--- src/rtl/cursor_pkg.sv ---
// Shared types and helpers for the pixel cursor controller.
package cursor_pkg;
  localparam int MATRIX_DIM = 8;

  typedef logic [2:0]        coord_t;
  typedef logic [23:0]       rgb_t;
  typedef logic signed [1:0] delta_t;

  typedef enum logic [1:0] {INIT, IDLE, ERASE, DRAW} cursor_state_t;

  // Opposite pulses on one axis cancel to zero.
  function automatic delta_t pulse_delta(input logic inc, input logic dec);
    if (inc && !dec) return 2'sd1;
    if (dec && !inc) return -2'sd1;
    return 2'sd0;
  endfunction

  // True when a non-zero step on one axis would be absorbed by a saturating edge.
  function automatic logic step_blocked(input coord_t p, input delta_t d, input logic wrap);
    return !wrap && (((d == 2'sd1) && (p == coord_t'(MATRIX_DIM - 1))) ||
                     ((d == -2'sd1) && (p == coord_t'(0))));
  endfunction
endpackage

--- src/rtl/pixel_cursor_ctrl_if.sv ---
// Frame-buffer write port: valid/ready handshake with pixel address and RGB data.
interface pixel_cursor_ctrl_if;
  logic                wr_valid;
  logic                wr_ready;
  logic [5:0]          wr_addr;
  cursor_pkg::rgb_t    wr_data;

  modport master (output wr_valid, output wr_addr, output wr_data, input wr_ready);
  modport slave  (input wr_valid, input wr_addr, input wr_data, output wr_ready);
endinterface

--- src/rtl/axis_step.sv ---
// One-axis cursor step: wraps or saturates at the matrix edges.
module axis_step
  import cursor_pkg::*;
#(
  parameter bit WRAP = 1'b1
) (
  input  coord_t pos_i,
  input  delta_t delta_i,
  output coord_t pos_o
);
  localparam coord_t MAX_C = coord_t'(MATRIX_DIM - 1);

  always_comb begin
    pos_o = pos_i;
    if (delta_i == 2'sd1) begin
      if (pos_i == MAX_C) pos_o = WRAP ? coord_t'(0) : MAX_C;
      else                pos_o = pos_i + coord_t'(1);
    end else if (delta_i == -2'sd1) begin
      if (pos_i == coord_t'(0)) pos_o = WRAP ? MAX_C : coord_t'(0);
      else                      pos_o = pos_i - coord_t'(1);
    end
  end
endmodule

--- src/rtl/pixel_cursor_ctrl.sv ---
// Cursor controller: turns direction pulses into erase/draw writes on the frame buffer.
module pixel_cursor_ctrl
  import cursor_pkg::*;
#(
  parameter coord_t X0         = 3'd0,
  parameter coord_t Y0         = 3'd0,
  parameter bit     WRAP       = 1'b1,
  parameter rgb_t   CURSOR_RGB = 24'hFF_FF_FF,
  parameter rgb_t   BG_RGB     = 24'h00_00_00
) (
  input  logic                       clk,
  input  logic                       rst,
  input  logic                       up,
  input  logic                       down,
  input  logic                       left,
  input  logic                       right,
  pixel_cursor_ctrl_if.master        wr,
  output coord_t                     cur_x,
  output coord_t                     cur_y,
  output logic                       busy
);
  cursor_state_t state_q, state_d;
  coord_t cur_x_q, cur_x_d, cur_y_q, cur_y_d;
  coord_t old_x_q, old_x_d, old_y_q, old_y_d;
  logic   pend_vld_q, pend_vld_d;
  delta_t pend_dx_q, pend_dx_d, pend_dy_q, pend_dy_d;
  logic   wr_valid_q, wr_valid_d;
  logic [5:0] wr_addr_q, wr_addr_d;
  rgb_t   wr_data_q, wr_data_d;

  delta_t dx_live, dy_live, dx_sel, dy_sel;
  coord_t tgt_x, tgt_y;
  logic   live_nn, move_nn, hs, take;

  assign dx_live = pulse_delta(right, left);
  assign dy_live = pulse_delta(up, down);
  assign live_nn = ((dx_live != 2'sd0) && !step_blocked(cur_x_q, dx_live, WRAP)) ||
                   ((dy_live != 2'sd0) && !step_blocked(cur_y_q, dy_live, WRAP));

  // A fresh non-null pulse supersedes whatever is pending.
  assign dx_sel = live_nn ? dx_live : (pend_vld_q ? pend_dx_q : 2'sd0);
  assign dy_sel = live_nn ? dy_live : (pend_vld_q ? pend_dy_q : 2'sd0);

  axis_step #(.WRAP(WRAP)) u_step_x (.pos_i(cur_x_q), .delta_i(dx_sel), .pos_o(tgt_x));
  axis_step #(.WRAP(WRAP)) u_step_y (.pos_i(cur_y_q), .delta_i(dy_sel), .pos_o(tgt_y));

  assign move_nn = {tgt_y, tgt_x} != {cur_y_q, cur_x_q};
  assign hs      = wr_valid_q && wr.wr_ready;

  always_comb begin
    state_d    = state_q;
    cur_x_d    = cur_x_q;
    cur_y_d    = cur_y_q;
    old_x_d    = old_x_q;
    old_y_d    = old_y_q;
    pend_vld_d = pend_vld_q;
    pend_dx_d  = pend_dx_q;
    pend_dy_d  = pend_dy_q;
    take       = 1'b0;

    unique case (state_q)
      INIT:    if (hs) state_d = IDLE;
      IDLE:    take = 1'b1;
      ERASE:   if (hs) state_d = DRAW;
      DRAW:    if (hs) take = 1'b1;
      default: state_d = INIT;
    endcase

    if (take) begin
      pend_vld_d = 1'b0;
      if (move_nn) begin
        old_x_d = cur_x_q;
        old_y_d = cur_y_q;
        cur_x_d = tgt_x;
        cur_y_d = tgt_y;
        state_d = ERASE;
      end else begin
        state_d = IDLE;
      end
    end else if (live_nn) begin
      pend_vld_d = 1'b1;
      pend_dx_d  = dx_live;
      pend_dy_d  = dy_live;
    end

    // Request registers follow the next state so they are stable across stalls.
    wr_valid_d = state_d != IDLE;
    wr_addr_d  = wr_addr_q;
    wr_data_d  = wr_data_q;
    unique case (state_d)
      INIT:    begin wr_addr_d = {Y0, X0};           wr_data_d = CURSOR_RGB; end
      ERASE:   begin wr_addr_d = {old_y_d, old_x_d}; wr_data_d = BG_RGB;     end
      DRAW:    begin wr_addr_d = {cur_y_d, cur_x_d}; wr_data_d = CURSOR_RGB; end
      default: ;
    endcase
  end

  always_ff @(posedge clk or posedge rst) begin
    if (rst) begin
      state_q    <= INIT;
      cur_x_q    <= X0;
      cur_y_q    <= Y0;
      old_x_q    <= X0;
      old_y_q    <= Y0;
      pend_vld_q <= 1'b0;
      pend_dx_q  <= 2'sd0;
      pend_dy_q  <= 2'sd0;
      wr_valid_q <= 1'b0;
      wr_addr_q  <= 6'd0;
      wr_data_q  <= '0;
    end else begin
      state_q    <= state_d;
      cur_x_q    <= cur_x_d;
      cur_y_q    <= cur_y_d;
      old_x_q    <= old_x_d;
      old_y_q    <= old_y_d;
      pend_vld_q <= pend_vld_d;
      pend_dx_q  <= pend_dx_d;
      pend_dy_q  <= pend_dy_d;
      wr_valid_q <= wr_valid_d;
      wr_addr_q  <= wr_addr_d;
      wr_data_q  <= wr_data_d;
    end
  end

  assign wr.wr_valid = wr_valid_q;
  assign wr.wr_addr  = wr_addr_q;
  assign wr.wr_data  = wr_data_q;
  assign cur_x       = cur_x_q;
  assign cur_y       = cur_y_q;
  assign busy        = state_q != IDLE;
endmodule

--- src/flat_wrapper.sv ---
// flat-port wrapper written by rule: the top's interface ports become plain ports
module pixel_cursor_ctrl_flat import cursor_pkg::*;
#(
  parameter coord_t X0         = 3'd0,
  parameter coord_t Y0         = 3'd0,
  parameter bit     WRAP       = 1'b1,
  parameter rgb_t   CURSOR_RGB = 24'hFF_FF_FF,
  parameter rgb_t   BG_RGB     = 24'h00_00_00
)
  (clk, rst, up, down, left, right, cur_x, cur_y, busy, wr_wr_valid, wr_wr_addr, wr_wr_data, wr_wr_ready);
  pixel_cursor_ctrl_if wr_i ();
  input  logic clk;
  input  logic rst;
  input  logic up;
  input  logic down;
  input  logic left;
  input  logic right;
  output coord_t cur_x;
  output coord_t cur_y;
  output logic busy;
  output wire logic [$bits(wr_i.wr_valid)-1:0] wr_wr_valid;
  output wire logic [$bits(wr_i.wr_addr)-1:0] wr_wr_addr;
  output wire logic [$bits(wr_i.wr_data)-1:0] wr_wr_data;
  input wire logic [$bits(wr_i.wr_ready)-1:0] wr_wr_ready;
  assign wr_wr_valid = wr_i.wr_valid;
  assign wr_wr_addr = wr_i.wr_addr;
  assign wr_wr_data = wr_i.wr_data;
  assign wr_i.wr_ready = wr_wr_ready;
  pixel_cursor_ctrl #(.X0(X0), .Y0(Y0), .WRAP(WRAP), .CURSOR_RGB(CURSOR_RGB), .BG_RGB(BG_RGB)) u_core (.clk(clk), .rst(rst), .up(up), .down(down), .left(left), .right(right), .wr(wr_i), .cur_x(cur_x), .cur_y(cur_y), .busy(busy));
endmodule
--- config.mk ---
export PLATFORM = sky130hd
export DESIGN_NAME = pixel_cursor_ctrl_flat
export DESIGN_NICKNAME = d
export VERILOG_FILES = /design/src/rtl/cursor_pkg.sv /design/src/rtl/pixel_cursor_ctrl_if.sv /design/src/rtl/axis_step.sv /design/src/rtl/pixel_cursor_ctrl.sv /design/src/flat_wrapper.sv
export SDC_FILE = /design/constraint.sdc
export NUM_CORES = 1
export LEC_CHECK = 0
export CORE_ASPECT_RATIO = 0.7
export CORE_MARGIN = 2
export CORE_UTILIZATION = 46
export CTS_CLUSTER_DIAMETER = 30
export DETAILED_ROUTE_END_ITERATION = 16
export PLACE_DENSITY = 0.78
export SLEW_MARGIN = 20
export SYNTH_ARGS = -nofsm -noshare
export SYNTH_HDL_FRONTEND = slang
export SYNTH_SLANG_ARGS = --single-unit
--- constraint.sdc ---
create_clock -name clk -period 3.15 [get_ports clk]
set_input_delay 0.63 -clock clk [delete_from_list [all_inputs] [get_ports clk]]
set_output_delay 0.63 -clock clk [all_outputs]
set_load 0.02 [all_outputs]
==> summary.md, run 1 <==
| Metric | Value |
|---|---|
| Pin count of the biggest net entering global routing | `28` |
| Synth top area share | `about a third` |
| Distinct cells, synth | `between 60 and 70` |
| Die Y | `roughly 60 um` |
| Ports | `45` |
| Post-synthesis mux area share | `slightly below 3%` |
| Clock Skew | `~6.7 ps` |
| Placed instance area | `approximately 0.0025 mm2` |
| Ant. Diodes | `0` |
| Filler cell count | `roughly 310` |
| CTS hold repair buffers | `0` |
| Switching share of power | `45.7%` |
| Fin cells | `between 300 and 400` |
| Top post-synthesis cells by area | `dfrtp_1 34%, buf_4 9.1%, ha_1 8.2%, nand2_1 3.6%, inv_1 2.8%` |
| Status | `complete, no violations` |
| CTS tree | `built` |
| DRT antenna net count | `0` |
| Worst hold path startpoint | `u_core.wr.wr_addr[0]` |
| Met3 usage | `~4.4%` |
| Cell area after synthesis | `between 0.0015 and 0.002 mm2` |
| TritonCTS Buffers | `3` |
| Peak VDD IR | `between 0.7 and 0.8 mV` |
| Fin crit share | `96.7%` |
| Clk pin slew, worst setup/hold paths | `about 100 ps` |
| Leak | `about 1.2 nW` |
| Xor and xnor area share after synthesis | `about 2.2%` |
| Seq pwr share | `a little under a fifth` |
| Number of max-cap violations | `0` |
| Fin Hold WS | `between 400 and 500 ps` |
| Via density per instance | `between 5 and 6` |
| CP Max Fanout | `6` |
| RSZ-0062 raised after global routing | `no` |
| Max_slew headroom | `roughly 58%` |
| CP Class | `in -> reg` |
| Worst hold path class | `reg -> reg` |
| Setup_tns | `0 ps` |
| Gate Count Post-Synth | `between 200 and 250` |
| Yosys Warn Count | `0` |
| Post-synth EDFFs | `0` |
| Syn Area/Cell | `9.69 um2` |
| Internal power | `about 0.0019 W` |
| Routing usage on met1 | `between 30% and 40%` |
| Slew @ Worst Pin | `630 ps` |
| Layout cell share with drive strength beyond 1 | `30.7%` |
| Final min period | `between 3000 and 4000 ps` |
| Syn-to-layout area delta | `39.7%` |
| HPWL after detailed placement | `between 3000 and 4000 um` |
| Crit-path cells | `dlygate4sd2_1 -> ha_4 -> buf_6 -> a21boi_2 -> or2_4 -> o41ai_4 -> buf_4 -> nand2_4 -> a22o_4 -> inv_1 -> ha_4 -> nor2b_1 -> a221o_1` |
| Async set-reset flop share out of synthesis | `between 90% and 100%` |
| Placed insts | `between 300 and 400` |
| Critical path arrival | `about 3200 ps` |
| Global route hottest layer | `met1` |
| Crit-path slowest cell | `o41ai_4` |
| Root buffer cell | `clkbuf_8` |
| Fin nets | `285` |
| R2R Path Start | `u_core.cur_x[1]` |
| Core Box Area | `0.00402 mm2` |
| Final Max Tran Viols | `0` |
| Endpoints failing setup | `0` |
| Setup crit end kind | `flop` |
| Yosys reg bits | `27` |
| GRT Residual Overflow | `0` |
| H-tree levels | `1` |
| Cell taking the most area after synthesis | `dfrtp_1` |
| Clk pwr share | `6.0%` |
| Overall power | `0.00356 W` |
| Post-synthesis adder-cell area fraction | `slightly above 8%` |
| Residual DRC | `0` |
| Clock Sinks | `27` |
| CP Launch Point | `down` |
| Complex-gate fraction of the synthesized area | `24.5%` |
| R2R Setup Slk | `220 ps` |
| Cell with the most instances after synthesis | `dfrtp_1` |
| Iter 0 DRT Violations | `around 120` |
| Die Wd | `between 80 and 90 um` |
| Worst path required time | `roughly 3300 ps` |
| Synth Flop Type | `dfrtp_1` |
| RR Endpoint | `u_core.wr.wr_addr[3]` |
| Startpoint Class | `input pin` |
| Detailed Route WL | `approximately 4800 um` |
| Sequential element share of the synthesized area | `roughly a third` |
| Pwr dens | `about 1300 mW/mm2` |
| Top cells by count, synth | `27 x dfrtp_1, 24 x buf_4, 19 x nand2_1, 15 x inv_1, 13 x ha_1` |
| Design Area, Final | `0.00276 mm2` |
| Worst-Skew Late Latency | `about 280 ps` |
| Combinational power share | `about three quarters` |
| Fmax | `approximately 330 MHz` |
| Final Hold Fails | `0` |
| DR pass1 iterations | `4` |
| Vias in the first global route | `between 1500 and 2000` |
| Max Root-Sink Buffers | `2` |
| Routed via count | `between 1500 and 2000` |
| Simple-Gate Fraction of Synth Area | `14.5%` |
| Initial antenna violation count | `0` |
| Crit-path most repeated cell | `ha_4` |
| # port buffers | `44` |
| Worst Setup EP | `u_core.wr.wr_addr[3]` |
| Post-Syn Nets | `approximately 220` |
| Routed wire length per instance | `15.0 um` |
| First-pass GRT wire length | `between 7000 and 8000 um` |
| GR Util All Layers | `21.1%` |
| GPL Wtd Cong | `between 0.8 and 0.9` |
| Reg2Reg Depth | `12` |
| FP Rows | `19` |
| Initial core utilization | `between 40% and 50%` |
| Slowest stage delay, CP | `approximately 360 ps` |
| Die area | `a little under 0.005 mm2` |
| Met2 Use GR | `31.5%` |
| Sw power | `roughly 0.0016 W` |
| Largest family of logic cells by synthesized area | `compound AO/OA/AOI/OAI gates` |
-- cells in the final DEF, fill, tap and decap left out, drive strengths merged, types with 2 or more instances in the layout --
master / instances
clkdlybuf4s50: 40
buf: 39
dfrtp: 27
nand2: 19
inv: 15
o21ai: 15
ha: 13
a21oi: 9
nand3: 8
nor2: 7
xnor2: 4
dlygate4sd2: 4
a31oi: 4
mux2: 4
a221o: 3
and2: 3
clkbuf: 3
a21boi: 3
a21o: 3
a22o: 3
nand2b: 2
o31ai: 2
or2b: 2
o211ai: 2
and4: 2
or2: 2
a21bo: 2
nand4: 2
o21a: 2
nor3: 2
nor2b: 2
-- power by group through the flow --
| stage | combinational, W | clock (W) | sequential (W) |
|---|---|---|---|
| finish | 0.00266 | 0.000212 | 0.000682 |
| global route | 0.00286 | 0.000225 | 0.000713 |
| floorplan | 0.00150 | 0 | 0.000764 |
| CTS | 0.00260 | 0.000211 | 0.000682 |
| global placement | 0.00235 | 0 | 0.000674 |
| detailed placement | 0.00238 | 0 | 0.000680 |
-- worst min-delay path by stage --
stage | to | slack (ps) | cells after the start
2_1_floorplan | u_core.old_x_q[0] | 440 | 2
3_3_place_gp | u_core.old_x_q[2] | 470 | 2
3_5_place_dp | u_core.old_x_q[2] | 480 | 2
4_1_cts | u_core.old_x_q[2] | 500 | 2
5_1_grt | u_core.wr.wr_addr[0] | 530 | 2
6_report | u_core.wr.wr_addr[0] | 500 | 2
-- registers in the layout, summed over array words and instances, names as in the netlist --
signal / count
u_core.wr.wr_addr: 6
u_core.cur_x: 3
u_core.cur_y: 3
u_core.old_x_q: 3
u_core.old_y_q: 3
u_core.pend_dx_q: 2
u_core.pend_dy_q: 2
u_core.state_q: 2
u_core.pend_vld_q: 1
u_core.wr.wr_data: 1
u_core.wr.wr_valid: 1
-- layout make-up --
cell class	count	area (um2)	share of cell area [%]
inverters	15	56.3	2.04
well taps	52	65.1	2.36
flip-flops and latches	27	676	24.5
multi-input cells	135	1180	42.9
clock buffers	3	41.3	1.50
repair buffers	83	732	26.5
clock inverters	1	7.51	0.272
-- metal layers --
metal	wire length, um	share of wire [%]
met4	10	0.21
met3	204	4.3
met1	2360	50
met2	2180	46
met5	0	0
-- cells by family (layout without fill, tap and decap cells) --
logic type                 after synthesis  in the layout
muxes                                    5              5
buffers and inverters                   42            102
xor gates and xnor gates                 5              5
AOI/OAI and AO/OA                       60             60
DFF                                     27             27
adders and majority gates               13             13
and+or+nand+nor                         52             52
-- worst max-delay path: cells and delay by family --
family / cells / cell delay (ps)
buffers and inverters: 4 / 670
adder cells (fa/ha/maj): 2 / 480
AND/OR/NAND/NOR: 3 / 400
AO/OA/AOI/OAI: 4 / 1030
-- through the flow --
stage	util [%]	worst slack [ps]
finish	68.7	105
detailed placement	62.9	-715
CTS	68.5	115
global placement	62.9	-626
global route	68.7	19.4
floorplan	-	45.7
-- repair_timing --
item	CTS	global route
buffers inserted	6	0
gates resized for setup	28	1
setup endpoints to repair	8	1
pin swaps	13	2
Note: power is estimated with default switching activity, not from simulation.
==> run 2, diff against run 1 <==
--- a/config.mk
+++ b/config.mk
@@ -7,10 +7,10 @@
 export LEC_CHECK = 0
 export CORE_ASPECT_RATIO = 0.7
 export CORE_MARGIN = 2
-export CORE_UTILIZATION = 46
+export CORE_UTILIZATION = 54
 export CTS_CLUSTER_DIAMETER = 30
 export DETAILED_ROUTE_END_ITERATION = 16
-export PLACE_DENSITY = 0.78
+export PLACE_DENSITY = 0.86
 export SLEW_MARGIN = 20
 export SYNTH_ARGS = -nofsm -noshare
 export SYNTH_HDL_FRONTEND = slang
==> constraint.sdc (replaced) <==
create_clock -name clk -period 3.9 [get_ports clk]
set_input_delay 0.78 -clock clk [delete_from_list [all_inputs] [get_ports clk]]
set_output_delay 0.78 -clock clk [all_outputs]
set_load 0.02 [all_outputs]
==> run 2 against run 1 <==
Compared with the run above: non-clock buffer count fell by 26; setup slack improved by 120 ps; clock power fell by 25%; total power fell by 30%; die area fell by 14%; worst hold slack got worse by 14 ps; count of clock-buffer cells in the layout did not move; register-to-register slack improved by 560 ps; critical path type unchanged.
==> summary.md, run 2 (synthesized netlist as in run 1, its figures left out) <==
| Metric | Value |
|---|---|
| Status | `complete, no violations` |
| Commonest non-fill, non-tap cell in the layout | `clkdlybuf4s50_1` |
| CP Max Fanout | `8 (+2)` |
| CP top delay family | `simple AND/OR/NAND/NOR gates` |
| Fin nets | `259 (-9.1%)` |
| Routed via count | `1592 (-5.5%)` |
| Initial antenna violation count | `0 (unchanged)` |
| Worst path required time | `4060 ps (+740 ps)` |
| Leak | `1.07 nW (-12%)` |
| Buffer count from post-CTS setup fixing | `0 (-6)` |
| Root buffer cell | `clkbuf_8` |
| Syn-to-layout area delta | `22.3%` |
| Pwr dens | `1030 mW/mm2 (-20%)` |
| Vias in the first global route | `1484 (-6.8%)` |
| Clk pwr share | `6.4% (+0.4 points)` |
| Setup crit end kind | `flop` |
| Ant. Diodes | `0 (unchanged)` |
| Final Hold Fails | `0 (unchanged)` |
| Die Wd | `76.3 um (-7.3%)` |
| Seq pwr share | `22.9% (+3.7 points)` |
| CTS tree | `built` |
| Critical path arrival | `3840 ps (+620 ps)` |
| First-pass GRT wire length | `7060 um (-9.5%)` |
| Initial core utilization | `56.3% (+7.1 points)` |
| Max reg flops | `6 (unchanged)` |
| Via density per instance | `5.53 (+3.7%)` |
| Worst hold path class | `reg -> reg` |
| Slew @ Worst Pin | `631 ps (+1.46 ps)` |
| Switching share of power | `47.1% (+1.4 points)` |
| Filler cell count | `284 (-9.6%)` |
| Combinational power share | `70.8% (-4.1 points)` |
| Placed insts | `284 (-7.2%)` |
| DR pass1 iterations | `4 (unchanged)` |
| Clk pin slew, worst setup/hold paths | `100 ps (about the same)` |
| Internal power | `0.00132 W (-31%)` |
| Pin count of the biggest net entering global routing | `28 (unchanged)` |
| Iter 0 DRT Violations | `84 (-31%)` |
| Clock Skew | `8.89 ps (+2.22 ps)` |
| Endpoints failing setup | `0 (unchanged)` |
| Crit-path cells | `clkdlybuf4s50_1 -> inv_1 -> ha_1 -> and4_2 -> or2_4 -> o41ai_2 -> nor2_2 -> nor3_1 -> buf_4 -> inv_1 -> ha_1 -> nor2b_1 -> a221o_1` |
| GRT Residual Overflow | `0 (unchanged)` |
| TritonCTS Buffers | `3 (unchanged)` |
| Startpoint Class | `input pin` |
| Final Max Tran Viols | `0 (unchanged)` |
| GPL Wtd Cong | `0.835 (-5.1%)` |
| Clock Sinks | `27 (unchanged)` |
| # port buffers | `44 (unchanged)` |
| CTS hold repair buffers | `0 (unchanged)` |
| Slowest stage delay, CP | `450 ps (+90 ps)` |
| Detailed Route WL | `4240 um (-11%)` |
| Die area | `0.00417 mm2 (-14%)` |
| Crit-path slowest cell | `clkdlybuf4s50_1` |
| Die Y | `54.6 um (-7.2%)` |
| Setup_tns | `0 ps (unchanged)` |
| Number of max-cap violations | `0 (unchanged)` |
| Peak VDD IR | `0.599 mV (-23%)` |
| Core Box Area | `0.00351 mm2 (-13%)` |
| Max_slew headroom | `57.9% (-0.097 points)` |
| Most frequent cells in the layout | `44 x clkdlybuf4s50_1, 27 x dfrtp_1, 19 x nand2_1, 14 x inv_1` |
| Bufs and invs on worst path | `4 (unchanged)` |
| FP Rows | `18 (-1)` |
| Routed wire length per instance | `14.7 um (-2.1%)` |
| GR Util All Layers | `21.4% (+0.27 points)` |
| Final min period | `around 3700 ps` |
| H-tree levels | `1 (unchanged)` |
| RSZ-0062 raised after global routing | `no` |
| Worst-Skew Late Latency | `280 ps (about the same)` |
| HPWL after detailed placement | `3210 um (-6.9%)` |
| Fmax | `roughly 270 MHz` |
| Residual DRC | `0 (unchanged)` |
| Sw power | `0.00118 W (-28%)` |
| CP Class | `in -> reg` |
| Fin crit share | `a little over nine tenths` |
| DRT antenna net count | `0 (unchanged)` |
| Fin cells | `288 (-8.9%)` |
| Max Root-Sink Buffers | `2 (unchanged)` |
| Ports | `45 (unchanged)` |
| Overall power | `0.00250 W (-30%)` |
| Layout cell share with drive strength beyond 1 | `18.5% (-12 points)` |
[run 2: repair_timing]
action / in CTS / in global routing
hold endpoints to repair: 0 / 0
endpoints found under the setup margin: 0 / 1
resized for setup: 0 / 1
[run 2: power groups by stage]
stage | combinational [W] | sequential (W) | clock (W)
finish | 0.00177 | 0.000571 | 0.000160
global route | 0.00192 | 0.000598 | 0.000177
CTS | 0.00176 | 0.000571 | 0.000166
detailed placement | 0.00174 | 0.000575 | 0
global placement | 0.00171 | 0.000569 | 0
floorplan | 0.00121 | 0.000617 | 0
[run 2: layout make-up]
class	count	area (um2)	share of cell area (%)
Tap cell	50	62.6	2.59
Timing Repair Buffer	57	538	22.3
Multi-Input combinational cell	135	1040	43.0
Clock buffer	3	41.3	1.71
Sequential cell	27	676	28.0
Inverter	15	56.3	2.33
Clock inverter	1	5.00	0.207
[run 2: metrics by stage]
step	instance area [um2]	utilization, %	setup WS (ps)	hold slack [ps]
3_5_place_dp	2370	67.4	19.5	468
6_report	2420	68.8	226	485
4_1_cts	2410	68.7	252	491
5_1_grt	2420	68.8	13.1	516
3_3_place_gp	2370	67.4	63.0	461
2_1_floorplan	1980	-	436	437
[run 2: worst paths after layout]
path | start | to | slack (ps) | cells after the start
max | up | u_core.wr.wr_addr[4] | 230 | 13
min | u_core.old_x_q[0] | u_core.old_x_q[0] | 480 | 2
max reg2reg | u_core.cur_x[0] | u_core.wr.wr_addr[4] | 780 | 12
min reg2reg | u_core.old_x_q[0] | u_core.old_x_q[0] | 480 | 2
max in group asynchronous | rst | u_core.wr.wr_addr[4] | 2620 | 2
min in group asynchronous | rst | u_core.pend_dx_q[1] | 880 | 2
[run 2: metal layers]
layer | GRT usage [%] | share of wire (%) | vias to the layer above | routed length, um
li1 | - | - | 771 | -
met1 | 30.7 | 49 | 768 | 2060
met2 | 35.3 | 46 | 47 | 1940
met3 | 3.47 | 4.9 | 6 | 206
met4 | 3.94 | 0.85 | 0 | 36
met5 | 0 | 0 | - | 0
[run 2: worst register-to-register path: cells and delay by family (launching register included)]
kind | cells | cell delay (ps)
simple gates | 3 | 460
fa+ha+maj | 3 | 790
compound gates | 3 | 860
xor+xnor | 1 | 150
flops | 1 | 530
buf+inv | 2 | 220
